$ cat config.mk
export PLATFORM = sky130hd
export DESIGN_NAME = cache_refill_arb
export DESIGN_NICKNAME = d
export VERILOG_FILES = /design/src/rtl/refill_pkg.sv /design/src/rtl/rr_arb2.sv /design/src/rtl/cache_refill_arb.sv
export SDC_FILE = /design/constraint.sdc
export NUM_CORES = 1
export LEC_CHECK = 0
export ABC_AREA = 0
export CORE_AREA = 2 2 133 135
export DETAILED_ROUTE_END_ITERATION = 12
export DIE_AREA = 0 0 135 137
export PLACE_DENSITY = 0.62
export SYNTH_ARGS = -nofsm -noshare
export SYNTH_HDL_FRONTEND = slang
export SYNTH_SLANG_ARGS = --single-unit
$ cat constraint.sdc
create_clock -name clk -period 1.3 [get_ports clk]
set_input_delay 0.26 -clock clk [delete_from_list [all_inputs] [get_ports clk]]
set_output_delay 0.26 -clock clk [all_outputs]
set_load 0.01 [all_outputs]
$ cat src/rtl/refill_pkg.sv
// Shared state encoding and constants for the cache refill arbiter and its
// round-robin picker.
package refill_pkg;

    typedef enum logic [1:0] {
        IDLE = 2'd0,
        ADDR = 2'd1,
        DATA = 2'd2
    } state_t;

    localparam int   LINE_BYTES = 64;
    localparam int   BEAT_BYTES = 8;

    localparam logic IC = 1'b0;
    localparam logic DC = 1'b1;

endpackage

$ cat src/rtl/rr_arb2.sv
// Two-way round-robin picker: a lone requester always wins; on a tie the
// requester that was not served last wins. grant is one-hot (or zero).
module rr_arb2
    import refill_pkg::*;
(
    input  logic [1:0] req,
    input  logic       last,
    output logic [1:0] grant
);

    always_comb begin
        grant = req;
        if (req == 2'b11) begin
            grant = (last == DC) ? 2'b01 : 2'b10;
        end
    end

endmodule

$ cat src/rtl/cache_refill_arb.sv
// Arbitrates icache/dcache line refills onto one AXI read port (IDLE/ADDR/DATA).
// Define REFILL_ARB_TIMEOUT_EN to abort a DATA phase after 255 beat-less cycles.
module cache_refill_arb
    import refill_pkg::*;
#(
    parameter int BEATS  = 8,
    parameter int ADDR_W = 64
) (
    input  logic              clk,
    input  logic              rst,
    input  logic              ic_req,
    input  logic [ADDR_W-1:0] ic_addr,
    output logic              ic_gnt,
    output logic              ic_rvalid,
    output logic              ic_done,
    input  logic              dc_req,
    input  logic [ADDR_W-1:0] dc_addr,
    output logic              dc_gnt,
    output logic              dc_rvalid,
    output logic              dc_done,
    output logic [63:0]       rdata,
    output logic              ar_valid,
    input  logic              ar_ready,
    output logic [ADDR_W-1:0] ar_addr,
    output logic [7:0]        ar_len,
    input  logic              r_valid,
    output logic              r_ready,
    input  logic [63:0]       r_data,
    input  logic              r_last,
    output logic              err
);

    localparam int                BW        = (BEATS > 1) ? $clog2(BEATS) : 1;
    localparam logic [ADDR_W-1:0] LINE_MASK = ~ADDR_W'(LINE_BYTES - 1);

    state_t            r_state;
    state_t            w_next;
    logic              r_owner;
    logic              r_last_id;
    logic [ADDR_W-1:0] r_addr;
    logic [BW-1:0]     r_beat;
    logic              r_err;
    logic [1:0]        w_grant;
    logic              w_final;
    logic              w_beat;
    logic              w_done;
    logic              w_set_err;
`ifdef REFILL_ARB_TIMEOUT_EN
    logic [7:0]        r_tmo;
`endif

    rr_arb2 u_rr (
        .req   ({dc_req, ic_req}),
        .last  (r_last_id),
        .grant (w_grant)
    );

    assign w_final = (r_beat == BW'(BEATS - 1));

    always_comb begin
        w_next    = r_state;
        w_beat    = 1'b0;
        w_done    = 1'b0;
        w_set_err = 1'b0;
        case (r_state)
            IDLE: begin
                if (ic_req || dc_req) w_next = ADDR;
            end
            ADDR: begin
                if (ar_ready) w_next = DATA;
            end
            DATA: begin
                if (r_valid) begin
                    w_beat = 1'b1;
                    // Early r_last and missing r_last are both protocol errors.
                    if (r_last != w_final) w_set_err = 1'b1;
                    if (w_final) begin
                        w_done = 1'b1;
                        w_next = IDLE;
                    end
                end
`ifdef REFILL_ARB_TIMEOUT_EN
                else if (r_tmo == 8'd254) begin
                    w_done    = 1'b1;
                    w_set_err = 1'b1;
                    w_next    = IDLE;
                end
`endif
            end
            default: w_next = IDLE;
        endcase
    end

    always_ff @(posedge clk) begin
        if (rst) begin
            r_state   <= IDLE;
            r_owner   <= IC;
            r_last_id <= DC;
            r_addr    <= '0;
            r_beat    <= '0;
            r_err     <= 1'b0;
        end else begin
            r_state <= w_next;
            if (w_set_err) r_err <= 1'b1;
            if (r_state == IDLE && w_grant != 2'b00) begin
                r_owner <= w_grant[DC];
                r_addr  <= w_grant[DC] ? dc_addr : ic_addr;
            end
            if (w_done) begin
                r_beat    <= '0;
                r_last_id <= r_owner;
            end else if (w_beat) begin
                r_beat <= r_beat + BW'(1);
            end
        end
    end

`ifdef REFILL_ARB_TIMEOUT_EN
    // Counts consecutive beat-less DATA cycles; any beat or exit clears it.
    always_ff @(posedge clk) begin
        if (rst) begin
            r_tmo <= '0;
        end else if (r_state == DATA && !r_valid && !w_done) begin
            r_tmo <= r_tmo + 8'd1;
        end else begin
            r_tmo <= '0;
        end
    end
`endif

    assign ic_gnt    = (r_state != IDLE) && (r_owner == IC);
    assign dc_gnt    = (r_state != IDLE) && (r_owner == DC);
    assign ic_rvalid = w_beat && (r_owner == IC);
    assign dc_rvalid = w_beat && (r_owner == DC);
    assign ic_done   = w_done && (r_owner == IC);
    assign dc_done   = w_done && (r_owner == DC);
    assign rdata     = r_data;
    assign ar_valid  = (r_state == ADDR);
    assign ar_addr   = r_addr & LINE_MASK;
    assign ar_len    = 8'(BEATS - 1);
    assign r_ready   = (r_state == DATA);
    assign err       = r_err;

endmodule

== Word-level counts from Yosys, hierarchy flattened ==
Cells that the tools add are included.

* Add/sub/neg operators: 1
* Eq/ne operators: 9
* Multiplexer cells: 16
* Bitwise operators: 1
* Reductions and logical operators: 13

{| class="wikitable"
|+ Operators with widths
! cell !! count
|-
| $mux W64 || 1
|-
| $mux W2 || 6
|-
| $mux W1 || 8
|-
| $logic_and A1 B1 Y1 || 7
|-
| $pmux W2 S3 || 1
|-
| $eq A2 B2 Y1 const B || 2
|-
| $ne A2 B1 Y1 const B || 2
|-
| $ne A2 B2 Y1 const B || 2
|-
| $reduce_and A4 Y1 || 1
|-
| $reduce_bool A2 Y1 || 2
|-
| $add A3 B1 Y3 const B || 1
|-
| $eq A3 B3 Y1 const B || 1
|-
| $eq A2 B1 Y1 const B || 1
|-
| $logic_not A2 Y1 || 1
|-
| $reduce_or A2 Y1 || 1
|-
| $logic_or A1 B1 Y1 || 1
|-
| $ne A1 B1 Y1 || 1
|-
| $not A1 Y1 || 1
|}

* Register bits: 72
* Input bits: 199
* Logic and storage cells: 46

== Logic depth before layout (Yosys ltp) ==
* Depth in word-level cells: 5
* Gate-level depth with buffers: 7

== Cells and area by module ==
From an unflattened synthesis, not the netlist that was laid out.

* Cells, all modules: 396
* Area total of the unflattened synthesis: 3738.6 um^2

{| class="wikitable"
|+ By module, submodules not included
! module !! times used !! cells an instance !! area an instance (um^2) !! seq. area each (um^2)
|-
| cache_refill_arb || 1 || 393 || 3719.8 || 1321.3
|-
| rr_arb2 || 1 || 3 || 18.8 || 0.0
|}

== Worst setup path after synthesis ==
No wires, ideal clock.

* Path kind: reg-to-reg
* Start: register r_state[0]
* End: register r_addr[10]
* Arrival: 1282 ps
* Data required time: 1153 ps
* Path slack: -128 ps
* Stages on the path, launching flop included: 8
* Cell sequence: dfxtp_1 > clkbuf_1 > nor2_2 > and2_1 > clkbuf_2 > buf_6 > buf_6 > a311oi_2

* Longest elaborated chain between the ends: 2

{| class="wikitable"
|+ RTL lines
! element !! line !! source
|-
| from (decl) || cache_refill_arb.sv:36 || <nowiki>state_t r_state;</nowiki>
|-
| from (signal assigned) || cache_refill_arb.sv:103 || <nowiki>r_state <= w_next;</nowiki>
|-
| $logic_not A2 Y1 || cache_refill_arb.sv:105 || <nowiki>if (r_state == IDLE && w_grant != 2'b00) begin</nowiki>
|-
| $logic_and A1 B1 Y1 || cache_refill_arb.sv:105 ||
|-
| to (signal assigned) || cache_refill_arb.sv:107 || <nowiki>r_addr <= w_grant[DC] ? dc_addr : ic_addr;</nowiki>
|-
| to (decl) || cache_refill_arb.sv:40 || <nowiki>logic [ADDR_W-1:0] r_addr;</nowiki>
|}

Every way passes these cells.
A chain may end at the register's enable or synchronous reset.

== Final worst setup path ==
* Start: register r_beat[1]
* End: output dc_done

* Longest elaborated chain between the ends: 5

{| class="wikitable"
|+ RTL lines
! element !! line !! source
|-
| from (decl) || cache_refill_arb.sv:41 || <nowiki>logic [BW-1:0] r_beat;</nowiki>
|-
| from (signal assigned) || cache_refill_arb.sv:113 || <nowiki>r_beat <= r_beat + BW'(1);</nowiki>
|-
| $eq A3 B3 Y1 || cache_refill_arb.sv:58 || <nowiki>assign w_final = (r_beat == BW'(BEATS - 1));</nowiki>
|-
| $mux W1 || cache_refill_arb.sv:77 || <nowiki>if (w_final) begin</nowiki>
|-
| $mux W1 || cache_refill_arb.sv:73 || <nowiki>if (r_valid) begin</nowiki>
|-
| $mux W1 || cache_refill_arb.sv:65 || <nowiki>case (r_state)</nowiki>
|-
| $logic_and A1 B1 Y1 || cache_refill_arb.sv:136 || <nowiki>assign dc_done = w_done && (r_owner == DC);</nowiki>
|-
| to (decl) || cache_refill_arb.sv:20 || <nowiki>output logic dc_done,</nowiki>
|}

Every way passes these cells.

==> qor.csv <==
stage,metric,value,unit
final_layout,fin_nets,821,
final_layout,final_area,6720,um2
sta,holdWs,148,ps
logic_synthesis,synth_cells,458,
final_layout,post-route-util,0.394,
sta,max_slew_margin,0.664,
worst_setup_path,cp-end-kind,output pin,
worst_setup_path,cp.required,1040,ps
detailed_routing,vias_per_cell,4.56,
global_routing,grt_pass1_wl,22.3,mm
clock_network,cts_buffer_depth,2,
detailed_routing,drt_iter0_drc,118,
global_routing,antenna_found_initial,0,
clock_network,clockRootBuffer,clkbuf_16,
die,io_pins,344,
clock_network,cts_hold_buffers,0,
status,failed_checks,negative setup slack,
clock_network,htreeDepth,3,
place,placed_area,5500,um2
status,status,finished with violations,
logic_synthesis,ys.flop_type,dfxtp_1,
die,die_w,135,um
sta,rsz0062_at_grt,yes,
sta,fin_ws,-251,ps
detailed_routing,avgRoutedWirePerCell,18.1,um
global_routing,grt.total_usage,0.161,
logic_synthesis,synth_top_area_cell,dfxtp_1,
worst_setup_path,rrSetupSlack,-190,ps
logic_synthesis,ys_ff_latch,66,
worst_hold_path,hold_path.class,in2reg,
detailed_routing,remaining_drc_errors,0,
clock_network,cts_buffers,9,
final_layout,drive_above_1_share,0.296,
logic_synthesis,async_flop_share,0,
place,place_hpwl,9.32,mm
clock_network,cts.reportedPaths.clkPinSlew,60,ps
die,die-area,18500,um2
worst_setup_path,crit_type,reg2out,
global_routing,grt-ovfl-total,0,
final_layout,diodes,0,
logic_synthesis,synth_edf_count,0,
logic_synthesis,synth_top_area_share,0.356,
logic_synthesis,synth_area_leaders,"dfxtp_1 36%, buf_4 16%, nand2_1 12%",
global_routing,grt_pass1_vias,3715,
place,place.gp.congestion,0.779,
run,max_cap_viol_count,0,
logic_synthesis,yosys_warnings,0,
sta,hold_viol,0,
detailed_routing,drt_pass1_iterations,4,
worst_setup_path,crit_arrival,1290,ps
worst_setup_path,worstSetupStartpointType,register,
sta,tightest_slew,504,ps
sta,slew_viol_final,0,
pwr,power_density,1170,nW/um2
die,initial_utilization,0.218,
die,rows,48,
logic_synthesis,syn_area_per_cell,8.10,um2
place,dp_cells,793,
sta,skew,8.41,ps
sta,setup_viol,65,
global_routing,grt_max_degree,36,
detailed_routing,wirelength,15.4,mm
worst_setup_path,crit_fanout,3,
clock_network,clock_latency,340,ps
sta,fmax,0.645,GHz
pwr,power_leakage,2.76,nW
pwr,peakVddDrop,0.715,mV
sta,fin_crit_sh,1.19,
die,core,17100,um2
logic_synthesis,yosysUniqueCellTypes,26,
place,io_buffers,189,
clock_network,tritoncts,yes,
sta,finalCriticalPeriod,1550,ps
detailed_routing,vias,3876,
detailed_routing,ant_nets,0,
die,fp.dieH,137,um
logic_synthesis,yosysSeqAreaShare,0.356,
logic_synthesis,synth.most_common_cell,nand2_1,
logic_synthesis,synth_common_cells,"122 x nand2_1, 78 x buf_4, 66 x dfxtp_1, 65 x a21oi_1, 38 x a311oi_1",
final_layout,instances_no_fill,850,
logic_synthesis,synth_area,3710,um2
clock_network,cts.sinks,66,
final_layout,syn_to_final_growth,81.1,%
==> cells in the final DEF, fill, tap and decap left out, types with 11 or more instances in the layout <==
master and count:
nand2_1 119, clkdlybuf4s50_1 118, dfxtp_1 61, dlygate4sd2_1 61, a311oi_2 35, a21oi_2 34, a21oi_1 29, a311oi_1 23
buf_12 20, buf_4 20, buf_6 18, conb_1 14, clkbuf_16 11
==> worst max-delay path, cell delays in order (launching register included) <==
cell     delay (ps)
dfxtp_2         330
ha_4            160
ha_4            170
and3_4          170
buf_6           110
==> area by class of cell <==
cell class | instances | area (um2)
Clock buffer | 12 | 256
Clock inverter | 4 | 97.6
Sequential cell | 66 | 1330
Tap cell | 225 | 282
Timing Repair Buffer | 257 | 2770
Multi-Input combinational cell | 286 | 1980
Fill cell | 1717 | 10300
==> repair_timing <==
item	CTS	global route
cloned	13	2
endpoints found under the setup margin	130	71
pin swaps	48	26
setup buffers	21	15
resized for setup	172	48
==> flip-flops by register name, summed over array words and instances (netlist names) <==
register and count:
err 1, r_addr 58, r_beat 3, r_last_id 1, r_owner 1, r_state 2
==> metal layers <==
layer  wire [um]  up-vias  share of wire  GRT usage
li1            -     1846              -          -
met1        6260     1824           0.41      0.193
met2        7410      159           0.48      0.261
met3        1230       47          0.080     0.0444
met4         505        0          0.033     0.0880
met5           0        -              0          0
==> report_power, final <==
group,switching (mW),internal (mW),leakage (nW)
registers,0.139,2.26,0.548
logic,1.12,1.41,2.04
clock network,0.974,1.98,0.169
total,2.23,5.64,2.76
==> cells by family (layout without fill, tap and decap cells) <==
| family | Yosys count | in the layout | synth area share |
|---|---|---|---|
| AO/OA/AOI/OAI | 128 | 128 | 0.271 |
| XOR/XNOR | 1 | 1 | 0.00236 |
| adder cells (fa/ha/maj) | 2 | 2 | 0.00674 |
| buffers and inverters | 118 | 273 | 0.207 |
| flip-flops | 66 | 66 | 0.356 |
| other | 2 | 14 | 0.00202 |
| AND/OR/NAND/NOR | 141 | 141 | 0.154 |
==> path summary, 6_finish.rpt <==
kind | startpoint | endpoint | cells past startpoint
setup / recovery | r_beat[1]$_SDFFE_PP0P_ | dc_done | 4
hold / removal | rst | r_state[0]$_SDFFE_PP0P_ | 2
setup reg to reg | r_state[1]$_SDFFE_PP0P_ | r_addr[44]$_SDFFE_PP0P_ | 9
hold reg to reg | r_addr[40]$_SDFFE_PP0P_ | r_addr[40]$_SDFFE_PP0P_ | 2
==> per-stage QoR <==
stage	setup TNS, ps	power, mW	setup WS [ps]
floorplan	-1800	3.50	-90.3
global placement	-28970	4.38	-653
detailed placement	-30330	4.38	-662
CTS	-6730	7.94	-254
global route	-10290	8.24	-287
finish	-7080	7.88	-251
Power figures use the tool's default switching activity.
